==> src/rtl/mem_wb_stage.sv <==
// mem_wb_stage: resolves ALU results, branches and overflow traps, runs lw/sw over req/ack, drives register writeback
module mem_wb_stage #(
  parameter int MEM_TIMEOUT = 16
) (
  input  logic        clk,
  input  logic        rst_n,
  input  logic        in_valid,
  output logic        in_ready,
  input  logic [31:0] instr,
  input  logic [31:0] alu_c,
  input  logic [2:0]  alu_flags,
  input  logic [31:0] rt_data,
  input  logic [31:0] pc_plus4,
  output logic        mem_req,
  output logic        mem_we,
  output logic [31:0] mem_addr,
  output logic [31:0] mem_wdata,
  input  logic        mem_ack,
  input  logic [31:0] mem_rdata,
  output logic        wb_en,
  output logic [4:0]  wb_addr,
  output logic [31:0] wb_data,
  output logic        br_taken,
  output logic [31:0] br_target,
  output logic        ovf_trap,
  output logic [31:0] trap_pc,
  output logic        bus_err,
  output logic        illegal
);
  localparam int CW = (MEM_TIMEOUT > 2) ? $clog2(MEM_TIMEOUT) : 1;
  typedef enum logic [1:0] {IDLE, MEM, RESP} state_t;
  state_t        r_state;
  logic [CW-1:0] r_cnt;
  logic [4:0]    r_rt;
  logic [31:0]   r_pc4;
  logic [5:0]    w_op, w_fn;
  logic [4:0]    w_dst;
  logic          w_rtype, w_r_alu, w_r_slt, w_i_alu, w_i_slt, w_beq, w_bne, w_lw, w_sw;
  logic          w_wr, w_slt, w_ovf, w_legal, w_unused;
  logic [31:0]   w_tgt;
  assign w_op     = instr[31:26];
  assign w_fn     = instr[5:0];
  assign w_rtype  = w_op == 6'h00;
  assign w_r_alu  = w_rtype & (w_fn inside {6'h00, 6'h02, 6'h03, 6'h04, 6'h06, 6'h07, [6'h20:6'h27]});
  assign w_r_slt  = w_rtype & (w_fn inside {6'h2A, 6'h2B});
  assign w_i_alu  = w_op inside {6'h08, 6'h09, 6'h0C, 6'h0D, 6'h0E};
  assign w_i_slt  = w_op inside {6'h0A, 6'h0B};
  assign w_beq    = w_op == 6'h04;
  assign w_bne    = w_op == 6'h05;
  assign w_lw     = w_op == 6'h23;
  assign w_sw     = w_op == 6'h2B;
  assign w_slt    = w_r_slt | w_i_slt;
  assign w_wr     = w_r_alu | w_i_alu | w_slt;
  // only signed add/sub/addi trap; the unsigned forms ignore the overflow flag
  assign w_ovf    = alu_flags[0] & ((w_rtype & (w_fn inside {6'h20, 6'h22})) | (w_op == 6'h08));
  assign w_legal  = w_wr | w_beq | w_bne;
  assign w_dst    = w_rtype ? instr[15:11] : instr[20:16];
  assign w_tgt    = pc_plus4 + {{14{instr[15]}}, instr[15:0], 2'b00};
  assign w_unused = ^{instr[25:21], instr[10:6], alu_c[1:0]};
  assign in_ready = r_state == IDLE;
  always_ff @(posedge clk or negedge rst_n) begin
    if (!rst_n) begin
      r_state   <= IDLE;
      r_cnt     <= '0;
      r_rt      <= '0;
      r_pc4     <= '0;
      mem_req   <= 1'b0;
      mem_we    <= 1'b0;
      mem_addr  <= '0;
      mem_wdata <= '0;
      wb_en     <= 1'b0;
      wb_addr   <= '0;
      wb_data   <= '0;
      br_taken  <= 1'b0;
      br_target <= '0;
      ovf_trap  <= 1'b0;
      trap_pc   <= '0;
      bus_err   <= 1'b0;
      illegal   <= 1'b0;
    end else begin
      wb_en    <= 1'b0;
      br_taken <= 1'b0;
      ovf_trap <= 1'b0;
      bus_err  <= 1'b0;
      illegal  <= 1'b0;
      case (r_state)
        IDLE: if (in_valid) begin
          r_pc4 <= pc_plus4;
          r_rt  <= instr[20:16];
          r_cnt <= '0;
          if (w_lw | w_sw) begin
            r_state   <= MEM;
            mem_req   <= 1'b1;
            mem_we    <= w_sw;
            mem_addr  <= {alu_c[31:2], 2'b00};
            mem_wdata <= rt_data;
          end else begin
            r_state   <= RESP;
            wb_en     <= w_wr & ~w_ovf & (|w_dst);
            wb_addr   <= w_dst;
            wb_data   <= w_slt ? {31'b0, alu_flags[1]} : alu_c;
            br_taken  <= (w_beq & alu_flags[2]) | (w_bne & ~alu_flags[2]);
            br_target <= w_tgt;
            ovf_trap  <= w_ovf;
            trap_pc   <= pc_plus4 - 32'd4;
            illegal   <= ~w_legal;
          end
        end
        MEM: if (mem_ack) begin
          r_state <= RESP;
          mem_req <= 1'b0;
          wb_en   <= ~mem_we & (|r_rt);
          wb_addr <= r_rt;
          wb_data <= mem_rdata;
        end else if (r_cnt == CW'(MEM_TIMEOUT - 1)) begin
          r_state <= RESP;
          mem_req <= 1'b0;
          bus_err <= 1'b1;
          trap_pc <= r_pc4 - 32'd4;
        end else begin
          r_cnt <= r_cnt + CW'(1);
        end
        default: r_state <= IDLE;
      endcase
    end
  end
endmodule
==> config.mk <==
export PLATFORM = sky130hd
export DESIGN_NAME = mem_wb_stage
export DESIGN_NICKNAME = d
export VERILOG_FILES = /design/src/rtl/mem_wb_stage.sv
export SDC_FILE = /design/constraint.sdc
export NUM_CORES = 1
export LEC_CHECK = 0
export ABC_AREA = 1
export BUFFER_PORTS_ARGS = -buffer_cell sky130_fd_sc_hd__buf_2
export CAP_MARGIN = 20
export CELL_PAD_IN_SITES_DETAIL_PLACEMENT = 2
export CELL_PAD_IN_SITES_GLOBAL_PLACEMENT = 2
export CORE_MARGIN = 8
export CORE_UTILIZATION = 30
export CTS_BUF_LIST = sky130_fd_sc_hd__clkbuf_8
export DETAILED_ROUTE_END_ITERATION = 8
export PLACE_DENSITY_LB_ADDON = 0.1
export SYNTH_ARGS = -nofsm -noshare
export SYNTH_HDL_FRONTEND = slang
export SYNTH_SLANG_ARGS = --single-unit
==> constraint.sdc <==
create_clock -name clk -period 2.5 [get_ports clk]
set_input_delay 0.125 -clock clk [delete_from_list [all_inputs] [get_ports clk]]
set_output_delay 0.125 -clock clk [all_outputs]
set_load 0.1 [all_outputs]
==> summary.md, run 1 <==
| Metric | Value |
|---|---|
| Average size of a mapped cell | 7.56 um2 |
| Via-to-Cell Ratio | approximately 4.9 |
| GPL Wtd Cong | 0.856 |
| Adder and majority gate portion of the synthesized area | 3.33% |
| Post-synthesis xor/xnor area fraction | 1.50% |
| Synth area leaders | dfrtp_1 43%, nand2_1 17%, inv_1 5.0% |
| Unique masters post-synth | between 40 and 50 |
| CTS Root Cell | clkbuf_8 |
| #FFs+latches synth | 213 |
| Initial core utilization | 30.2% |
| Placeable Area | between 0.04 and 0.05 mm2 |
| Post-layout nets | 2310 |
| Port bufs | 332 |
| Tcrit/Tclk final | 92.8% |
| DR vias | 13151 |
| Critical Path Slowest Stage Cell | dfrtp_1 |
| Status | complete, no violations |
| # Max-Cap Violations | 0 |
| YS warnings | 0 |
| Compound-Gate Fraction of Synth Area | 8.55% |
| Gr ovfl total | 0 |
| Area grow syn2layout | 38.6% |
| Final hold violation count | 0 |
| Critical path buffers and inverters | 3 |
| Multi-input logic area | 0.00598 mm2 |
| Fraction of the mapped netlist area in simple logic gates | 29.4% |
| Final Max Slew Viols | 0 |
| Setup CP Type | reg2reg |
| Hpwl dp | between 30000 and 40000 um |
| Filler instances | 4657 |
| Count of clock tree sinks | approximately 210 |
| Post-synth EDFFs | 0 |
| Die Wd | 218 um |
| Final hold slack | 71.1 ps |
| Final wirelength | roughly 60000 um |
| Cells after Synth | 1623 |
| Worst stage delay on the critical path | roughly 460 ps |
| DRT iter0 DRCs | 470 |
| Register area | between 0.005 and 0.006 mm2 |
| Critical path cell sequence | inv_2, buf_4, nand3_1, nand2_1, inv_1, ha_1, nand3_1, nor2_1, nand2_1, nand2_1, nand2_1, nand2_1, nand2_1 |
| CP arrival | about 2800 ps |
| FFs w/ async S/R, synth | 100% |
| Layout cells sized above 1 | 23.6% |
| TritonRoute pass-1 iters | 4 |
| Critical Path RT | roughly 3000 ps |
| # H-tree levels | 2 |
| RSZ-0062 raised after global routing | true |
| Clock Skews | approximately 32 ps |
| Fmax | between 400 and 500 MHz |
| Die ar. | between 0.04 and 0.05 mm2 |
| Drt wl/cell | around 22 um |
| Clock Latency Late Sink | 620 ps |
| Antenna viol nets, final | 0 |
| Leak | approximately 9.1 nW |
| Site row count | 74 |
| Share of the synthesized area in the top cell type | 43.5% |
| Total power | 15.5 mW |
| Slew HR | a little under three fifths |
| Die span in y | 218 um |
| Most common cell in the netlist | nand2_1 |
| Crit-path leading delay family | simple AND/OR/NAND/NOR gates |
| Vias in the first global route | roughly 15000 |
| Pin count of the biggest net entering global routing | between 70 and 80 |
| DRC | 0 |
| Clk slew on worst S/H paths | around 60 ps |
| HP Class | in2reg |
| Critical Path Sink Type | register |
| Post-Layout Cell Count | between 2000 and 3000 |
| Leading area contributor after synthesis | dfrtp_1 |
| Critical Path Fanout Max | 27 |
| Top FF cell, synth | dfrtp_1 |
| Least-Margin Pin Slew | 664 ps |
| Clock buffer count from CTS | 42 |
| Main combinational cell family by area after synthesis | simple AND/OR/NAND/NOR gates |
| Most frequent CP cell | nand2_1 |
| Placed cells | 2449 |
| Mux cell area share after synthesis | 5.78% |
| Initial antenna violation count | 5 |
| Final setup fails | 0 |
| Total power divided by cell area | 915 mW/mm2 |
| Mapped cell area | 0.0123 mm2 |
| Num ports | 340 |
| Maximum vdd drop | 512 uV |
| Startpoint Class | register |
| Clock Tree Buf Depth | 3 |
| Synth cell count leaders | 542 x nand2_1, 213 x dfrtp_1, 164 x inv_1 |
| Worst R2R Setup Slack | 180 ps |
| Register area share after synthesis | 43.5% |
| CTS tree | built |
| Min Tclk post-route | 2320 ps |
| Total GRT Usage | around a quarter |
| First-pass GRT wire length | 91500 um |
-- final cells by class --
cell class                      instances  area share [%]
Clock inverter                         23            1.30
Inverter                              169            3.75
Multi-Input combinational cell       1182            35.2
Tap cell                              532            3.92
Timing Repair Buffer                  503            20.0
Antenna cell                            8           0.118
Sequential cell                       213            31.4
Clock buffer                           54            4.37
-- path summary, 6_finish.rpt --
path / depth (start not counted) / end / startpoint
setup / recovery: 13 / trap_pc[28]$_DFFE_PN0P_ / r_state[1]$_DFFE_PN0P_
hold / removal: 5 / r_pc4[4]$_DFFE_PN0P_ / in_valid
setup reg to reg: 13 / trap_pc[28]$_DFFE_PN0P_ / r_state[1]$_DFFE_PN0P_
hold reg to reg: 2 / br_target[30]$_DFFE_PN0P_ / br_target[30]$_DFFE_PN0P_
max in group asynchronous: 3 / wb_data[6]$_DFFE_PN0P_ / rst_n
min in group asynchronous: 2 / trap_pc[11]$_DFFE_PN0P_ / rst_n
-- metrics by stage --
stage | instance area (um2) | setup WS [ps] | utilization [%] | setup TNS, ps
5_1_grt | 17000 | -3.27 | 41.9 | -3.27
6_report | 17000 | 181 | 41.9 | 0
2_1_floorplan | 12300 | 320 | - | 0
3_5_place_dp | 14500 | 164 | 35.8 | 0
4_1_cts | 17000 | 135 | 41.9 | 0
3_3_place_gp | 14500 | 233 | 35.8 | 0
-- flip-flops by register name (all words and copies together) (netlist names), 2 cells and up --
| name | flops |
|---|---|
| br_target | 32 |
| mem_addr | 30 |
| r_state | 2 |
| r_rt | 5 |
| r_pc4 | 32 |
| wb_data | 32 |
| r_cnt | 4 |
| trap_pc | 32 |
| wb_addr | 5 |
| mem_wdata | 32 |
-- what timing repair did --
action | 4_1_cts | 5_1_grt
hold buffers | 150 | 0
endpoints found under the hold margin | 226 | 0
resized for setup | 0 | 2
setup endpoints to repair | 0 | 2
setup buffers | 0 | 0
-- cells by family (layout without fill, tap and decap cells) --
logic type | after synthesis | in the layout
flip-flops | 213 | 213
multiplexers | 63 | 63
buffers and inverters | 229 | 749
AND/OR/NAND/NOR | 867 | 867
XOR/XNOR | 21 | 21
other | 1 | 10
AO/OA/AOI/OAI | 197 | 197
adder cells (fa/ha/maj) | 32 | 32
-- cells in the final DEF, fill, tap and decap left out, types with 6 or more instances in the layout --
cell / netlist / routed
o21ai_0: 72 / 72
dlygate4sd3_1: 0 / 150
nor3_1: 12 / 12
mux2_1: 10 / 10
ha_1: 31 / 31
nor2_1: 137 / 137
clkbuf_8: 0 / 54
nand3b_1: 16 / 16
o21bai_1: 6 / 6
xor2_1: 18 / 18
clkinv_2: 0 / 8
a21oi_1: 96 / 96
o21a_1: 6 / 6
mux2_2: 53 / 53
nand2_1: 542 / 541
dfrtp_1: 213 / 213
nand4_1: 13 / 13
diode_2: 0 / 8
inv_1: 164 / 172
buf_4: 10 / 15
buf_2: 16 / 331
buf_12: 0 / 6
o21ai_1: 6 / 6
nand3_1: 118 / 118
nor2_2: 11 / 9
-- metal layers --
metal  global-route usage, %  routed length, um
met5                       0                  0
met1                    28.7              24500
met2                    44.2              30500
met3                    4.81               2570
met4                    9.45               2260
-- report_power, final --
part | switching (mW) | total (mW) | internal (mW)
logic | 5.63 | 6.86 | 1.23
registers | 0.420 | 4.50 | 4.08
clock network | 1.82 | 4.19 | 2.37
total | 7.87 | 15.5 | 7.67
-- worst reg2reg max path: stages, from the launching register on --
cell     delay [ps]
dfrtp_1         460
inv_2            90
buf_4           240
nand3_1         110
nand2_1         110
inv_1            80
ha_1            300
nand3_1         140
nor2_1          330
nand2_1         110
nand2_1          80
nand2_1          50
nand2_1          50
nand2_1          50
No activity file was read; power rests on OpenSTA's default activity.
==> run 2: changes to the inputs <==
PLACE_DENSITY_LB_ADDON = 0.25   (was 0.1)
==> run 2 against run 1 <==
Against the previous run: die area did not move; critical path depth decreased by 2; via count up 1.5%; clock power is 11% lower; non-clock buffer count increased by 6; fmax fell by 2.7%.
==> summary.md, run 2 (same netlist as run 1, synthesis figures left out) <==
| Metric | Value |
|---|---|
| GPL Wtd Cong | 0.846 |
| Clk slew on worst S/H paths | 60 ps |
| Clock share of power | 24.7% |
| Post-layout nets | 2316 |
| Fmax | 420 MHz |
| Final Max Slew Viols | 0 |
| DRC | 0 |
| Commonest non-fill, non-tap cell in the layout | nand2_1 |
| Die Wd | ~220 um |
| Initial antenna violation count | 6 |
| Clock Tree Buf Depth | 3 |
| Pin count of the biggest net entering global routing | 66 |
| First-pass GRT wire length | 91000 um |
| DR vias | 13347 |
| # H-tree levels | 2 |
| Setup CP Type | in2reg |
| DRT iter0 DRCs | around 550 |
| Min Tclk post-route | about 2400 ps |
| Port bufs | 332 |
| Tcrit/Tclk final | 95.3% |
| RSZ-0062 raised after global routing | true |
| Worst stage delay on the critical path | 610 ps |
| Critical Path RT | 2980 ps |
| Critical path cell sequence | dlygate4sd3_1, buf_2, nor2_1, nand3_1, inv_1, nand2_1, nand2_1, inv_1, nand3_1, dlygate4sd3_1, nor3_1 |
| Most frequent cells in the layout | 541 x nand2_1, 331 x buf_2, 213 x dfrtp_1 |
| Placed cells | around 2500 |
| Via-to-Cell Ratio | 4.97 |
| Core Util, Final | 41.6% |
| Total power divided by cell area | 894 mW/mm2 |
| Int Power | 7.30 mW |
| CP arrival | 2870 ps |
| Count of clock tree sinks | about 210 |
| Placeable Area | 0.0406 mm2 |
| TritonRoute pass-1 iters | 4 |
| CTS tree | built |
| Initial core utilization | 30.2% |
| Critical Path Sink Type | register |
| Clock Latency Late Sink | 610 ps |
| Vias in the first global route | 15169 |
| Gr ovfl total | 0 |
| Switching Power | 7.79 mW |
| Leak | about 9.1 nW |
| CTS Root Cell | clkbuf_8 |
| Antenna viol nets, final | 0 |
| Clock buffer count from CTS | 42 |
| Drt wl/cell | 22.2 um |
| HP Class | in2async |
| # Max-Cap Violations | 0 |
| Num ports | 340 |
| Maximum vdd drop | 522 uV |
| Least-Margin Pin Slew | 976 ps |
| Critical Path Slowest Stage Cell | dlygate4sd3_1 |
| Final setup fails | 0 |
| Final wirelength | 59600 um |
| Sw frac | 51.6% |
| Area grow syn2layout | 37.6% |
| Die ar. | 0.0476 mm2 |
| Site row count | 74 |
| Die span in y | 218 um |
| Post-Layout Cell Count | between 2000 and 3000 |
| Clock Skews | around 21 ps |
| R2R depth | 7 |
| Layout cells sized above 1 | 23.1% |
| Met2 Routed Length | roughly 30000 um |
| Sequential Power Share | 29.8% |
| Status | complete, no violations |
| Filler instances | 4730 |
| Met3 Wirelength | between 2000 and 2500 um |
| Startpoint Class | input pin |
| Uppermost layer routed | met5 |
| Critical Path Fanout Max | 17 |
| Slew HR | 34.9% |
| WL met1 | 23800 um |
| Final hold violation count | 0 |
| Hpwl dp | about 40000 um |
| Total GRT Usage | 24.5% |
| Total power | 15.1 mW |
| Logic pwr share | 45.5% |
==> run 2: cell types whose count changed in the layout (fill, tap and decap cells not counted), sizes merged, moves of 3 or more <==
cell and delta:
buf +3, clkbuf -5, clkinv -6, dlygate4sd3 +3, inv +12
==> run 2: critical path: cells and delay by family <==
family,cells,cell delay [ps]
AND/OR/NAND/NOR,6,800
buffers and inverters,5,1920
==> run 2: path summary, 6_finish.rpt <==
path / start / end / slack [ps]
hold reg to reg: trap_pc[26]$_DFFE_PN0P_ / trap_pc[26]$_DFFE_PN0P_ / 470
min in group clk: instr[28] / mem_req$_DFFE_PN0P_ / 80
hold / removal: rst_n / br_target[26]$_DFFE_PN0P_ / 60
max in group asynchronous: rst_n / wb_data[20]$_DFFE_PN0P_ / 1610
setup reg to reg: r_state[1]$_DFFE_PN0P_ / wb_data[0]$_DFFE_PN0P_ / 170
setup / recovery: instr[30] / illegal$_DFF_PN0_ / 120
==> run 2: final cells by class <==
class	instances	area (um2)	share of cell area (%)
Antenna cell	6	15.0	0.0889
Clock buffer	49	674	3.99
Clock inverter	25	163	0.963
Inverter	169	637	3.77
Multi-Input combinational cell	1182	5980	35.4
Sequential cell	213	5330	31.6
Tap cell	532	666	3.94
Timing Repair Buffer	509	3420	20.3
==> run 2: metrics by stage <==
stage                     hold slack (ps)  instance area [um2]  worst slack (ps)  TNS, ps
final                                60.7                16900               117        0
after global routing                 66.7                16900             -25.6    -25.6
after CTS                            13.6                16900              99.6        0
after detailed placement              126                14500               215        0
after global placement                124                14500               282        0
after floorplan                      -171                12300               320        0
==> run 2: layer usage <==
layer / GRT usage, % / vias to the layer above
li1: - / 6177
met1: 27.9 / 6616
met2: 43.1 / 359
met3: 4.77 / 193
met4: 13.1 / 2
met5: 0 / -
==> run 2: what timing repair did <==
action / CTS / global route
endpoints found under the setup margin: 0 / 34
endpoints found under the hold margin: 318 / 0
buffers inserted: 0 / 0
hold buffers: 153 / 0
gates resized for setup: 0 / 3
==> run 2: power by group through the flow <==
| stage | combinational (mW) | clock (mW) | sequential, mW |
|---|---|---|---|
| global placement | 6.48 | 0 | 4.44 |
| detailed placement | 6.57 | 0 | 4.49 |
| floorplan | 1.26 | 0 | 8.31 |
| finish | 6.87 | 3.72 | 4.50 |
| global route | 7.17 | 3.98 | 4.57 |
| CTS | 6.80 | 3.77 | 4.45 |
==> run 3: changes to the inputs <==
--- a/config.mk
+++ b/config.mk
@@ -13,3 +13,3 @@
 export CORE_MARGIN = 8
-export CORE_UTILIZATION = 30
+export CORE_UTILIZATION = 27
 export CTS_BUF_LIST = sky130_fd_sc_hd__clkbuf_8
==> constraint.sdc (replaced) <==
create_clock -name clk -period 2.1 [get_ports clk]
set_input_delay 0.42 -clock clk [delete_from_list [all_inputs] [get_ports clk]]
set_output_delay 0.42 -clock clk [all_outputs]
set_load 0.1 [all_outputs]
==> run 3 against run 2 <==
Against the previous run: design area increased by 1.7%; clock skew grew 2.2 ps; first-iteration DRC count fell by 28%; setup slack got worse by 4.8 ps; clock power up 25%; final cell count is 3.6% higher; hold slack worse by 6.4 ps; utilization fell by 3.5 points; register-to-register slack lost 60 ps.
==> summary.md, run 3 (same netlist as run 1, synthesis figures left out) <==
| Metric | Value |
|---|---|
| Status | complete, no violations |
| CP arrival | 2540 ps |
| WL met1 | 23100 um |
| Tcrit/Tclk final | 94.6% |
| DRT iter0 DRCs | 398 |
| Final setup fails | 0 |
| Reg-to-Reg End | trap_pc[21]$_DFFE_PN0P_ |
| DRC | 0 |
| Fmax | 503 MHz |
| Port bufs | 332 |
| R2R depth | 13 |
| Gr ovfl total | 0 |
| Worst setup margin | 113 ps |
| CTS Root Cell | clkbuf_8 |
| Logic pwr share | 45.2% |
| Clock Latency Late Sink | 620 ps |
| Critical Path Sink Type | register |
| Critical Path RT | 2650 ps |
| CTS tree | built |
| Leak | about 9.4 nW |
| Sw frac | 50.0% |
| Layout cells sized above 1 | 31.9% |
| Clk slew on worst S/H paths | approximately 60 ps |
| Clock Skews | 23.3 ps |
| Final wirelength | around 54000 um |
| # Max-Cap Violations | 0 |
| Worst reg2reg path startpoint | r_state[1]$_DFFE_PN0P_ |
| Core Util, Final | about two fifths |
| Maximum vdd drop | 668 uV |
| Least-Margin Pin Slew | 602 ps |
| Pre-CTS setup slack | -231 ps |
| HP Class | in2reg |
| Area grow syn2layout | 40.1% |
| # H-tree levels | 2 |
| Initial core utilization | 27.2% |
| TritonRoute pass-1 iters | 4 |
| GPL Wtd Cong | 0.802 |
| Drt wl/cell | 19.4 um |
| Antenna viol nets, final | 0 |
| Placeable Area | 0.0451 mm2 |
| Die ar. | 0.0525 mm2 |
| Final Max Slew Viols | 0 |
| TNS Setup | 0 ps |
| Hold Path Origin | rt_data[24] |
| Clock share of power | 25.6% |
| Die Wd | between 200 and 250 um |
| Worst R2R Setup Slack | 110 ps |
| Worst Hold Path EP | mem_wdata[24]$_DFFE_PN0P_ |
| Die span in y | 229 um |
| Int Power | 9.05 mW |
| Met3 Wirelength | ~2200 um |
| Clock buffer count from CTS | 43 |
| Site row count | 78 |
| Hold Crit Depth | 2 |
| Met2 Routed Length | 26900 um |
| Uppermost layer routed | met5 |
| Total power divided by cell area | approximately 1100 mW/mm2 |
| Total GRT Usage | 20.0% |
| Switching Power | 9.06 mW |
| Critical Path Fanout Max | 25 |
| Initial antenna violation count | 11 |
| Sequential Power Share | 29.2% |
| Startpoint Class | register |
| Vias in the first global route | between 10000 and 15000 |
| Most frequent cells in the layout | 525 x nand2_1, 330 x buf_2, 212 x dfrtp_1 |
| RSZ-0062 raised after global routing | true |
| Hpwl dp | ~42000 um |
| Post-layout nets | between 2000 and 2500 |
| Pin count of the biggest net entering global routing | 63 |
| First-pass GRT wire length | 83700 um |
| Slew HR | around three fifths |
| Final hold slack | 54.4 ps |
| Min Tclk post-route | 1990 ps |
| Count of clock tree sinks | 213 |
| Clock Tree Buf Depth | 3 |
| DR vias | 12932 |
| Num ports | 340 |
| Filler instances | 5374 |
| Final hold violation count | 0 |
| Setup CP Type | reg2reg |
| Commonest non-fill, non-tap cell in the layout | nand2_1 |
| Via-to-Cell Ratio | 4.65 |
==> run 3: cell types whose count changed in the layout (fill, tap and decap cells not counted), sizes merged <==
cell,before,now
clkinv,3,2
bufinv,2,3
clkinvlp,0,1
clkbuf,49,52
diode,6,7
buf,356,511
dlygate4sd3,153,22
inv,189,188
==> run 3: power groups by stage <==
| stage | clock, mW | sequential [mW] | combinational (mW) |
|---|---|---|---|
| floorplan | 0 | 9.89 | 1.51 |
| global placement | 0 | 5.29 | 8.05 |
| detailed placement | 0 | 5.34 | 8.17 |
| CTS | 4.84 | 5.29 | 8.24 |
| global route | 4.99 | 5.37 | 8.59 |
| finish | 4.64 | 5.28 | 8.19 |
==> run 3: through the flow <==
step                      total power [mW]  area [um2]  instances
final                                 18.1       17200       2781
after global routing                  18.9       17200       2779
after CTS                             18.4       17000       2772
after detailed placement              13.5       15800       2671
after global placement                13.3       15800       2671
after floorplan                       11.4       12300       1624
==> run 3: what timing repair did <==
action / 4_1_cts / 5_1_grt
hold buffers: 22 / 0
endpoints found under the setup margin: 53 / 29
pin swaps: 2 / 4
hold endpoints to repair: 55 / 0
gates resized for setup: 7 / 43
setup buffers: 2 / 2
==> run 3: cell type report <==
type,instances,area (um2),share of cell area (%)
antenna,7,17.5,0.102
clock buffer,52,716,4.17
clock inverter,25,194,1.13
tap,600,751,4.37
inverter,169,642,3.74
multi-input combinational,1182,6120,35.6
sequential,213,5330,31.0
timing repair buffer,533,3410,19.8
==> run 3: metal layers <==
metal  vias to the layer above  track usage [%]
met5                         -                0
met4                         8             6.89
met3                       101             4.38
met2                       231             35.0
met1                      6357             24.0
li1                       6235                -
==> run 3: how the worst max path moves through the flow <==
stage                            from                   endpoint  slack, ps  cells after the start
2_1_floorplan  r_state[0]$_DFFE_PN0P_  mem_wdata[14]$_DFFE_PN0P_        -20                      8
3_3_place_gp                 instr[0]  br_target[24]$_DFFE_PN0P_       -130                     14
3_5_place_dp                 instr[0]  br_target[30]$_DFFE_PN0P_       -230                     14
4_1_cts        r_state[1]$_DFFE_PN0P_    trap_pc[21]$_DFFE_PN0P_          6                     13
5_1_grt        r_state[1]$_DFFE_PN0P_    trap_pc[23]$_DFFE_PN0P_        -40                     13
6_report       r_state[1]$_DFFE_PN0P_    trap_pc[21]$_DFFE_PN0P_        110                     13
==> run 3: critical path, stage by stage, from the launching register on <==
cell     delay (ps)
dfrtp_1         410
inv_2           130
nand2_4         110
buf_12          180
nand2_1          90
nand2_2         110
nor2_4          120
nand2_1          90
nor2_4          170
buf_4           150
nand3_1          80
nand2_1          80
nand3_1         100
nand2_1          90
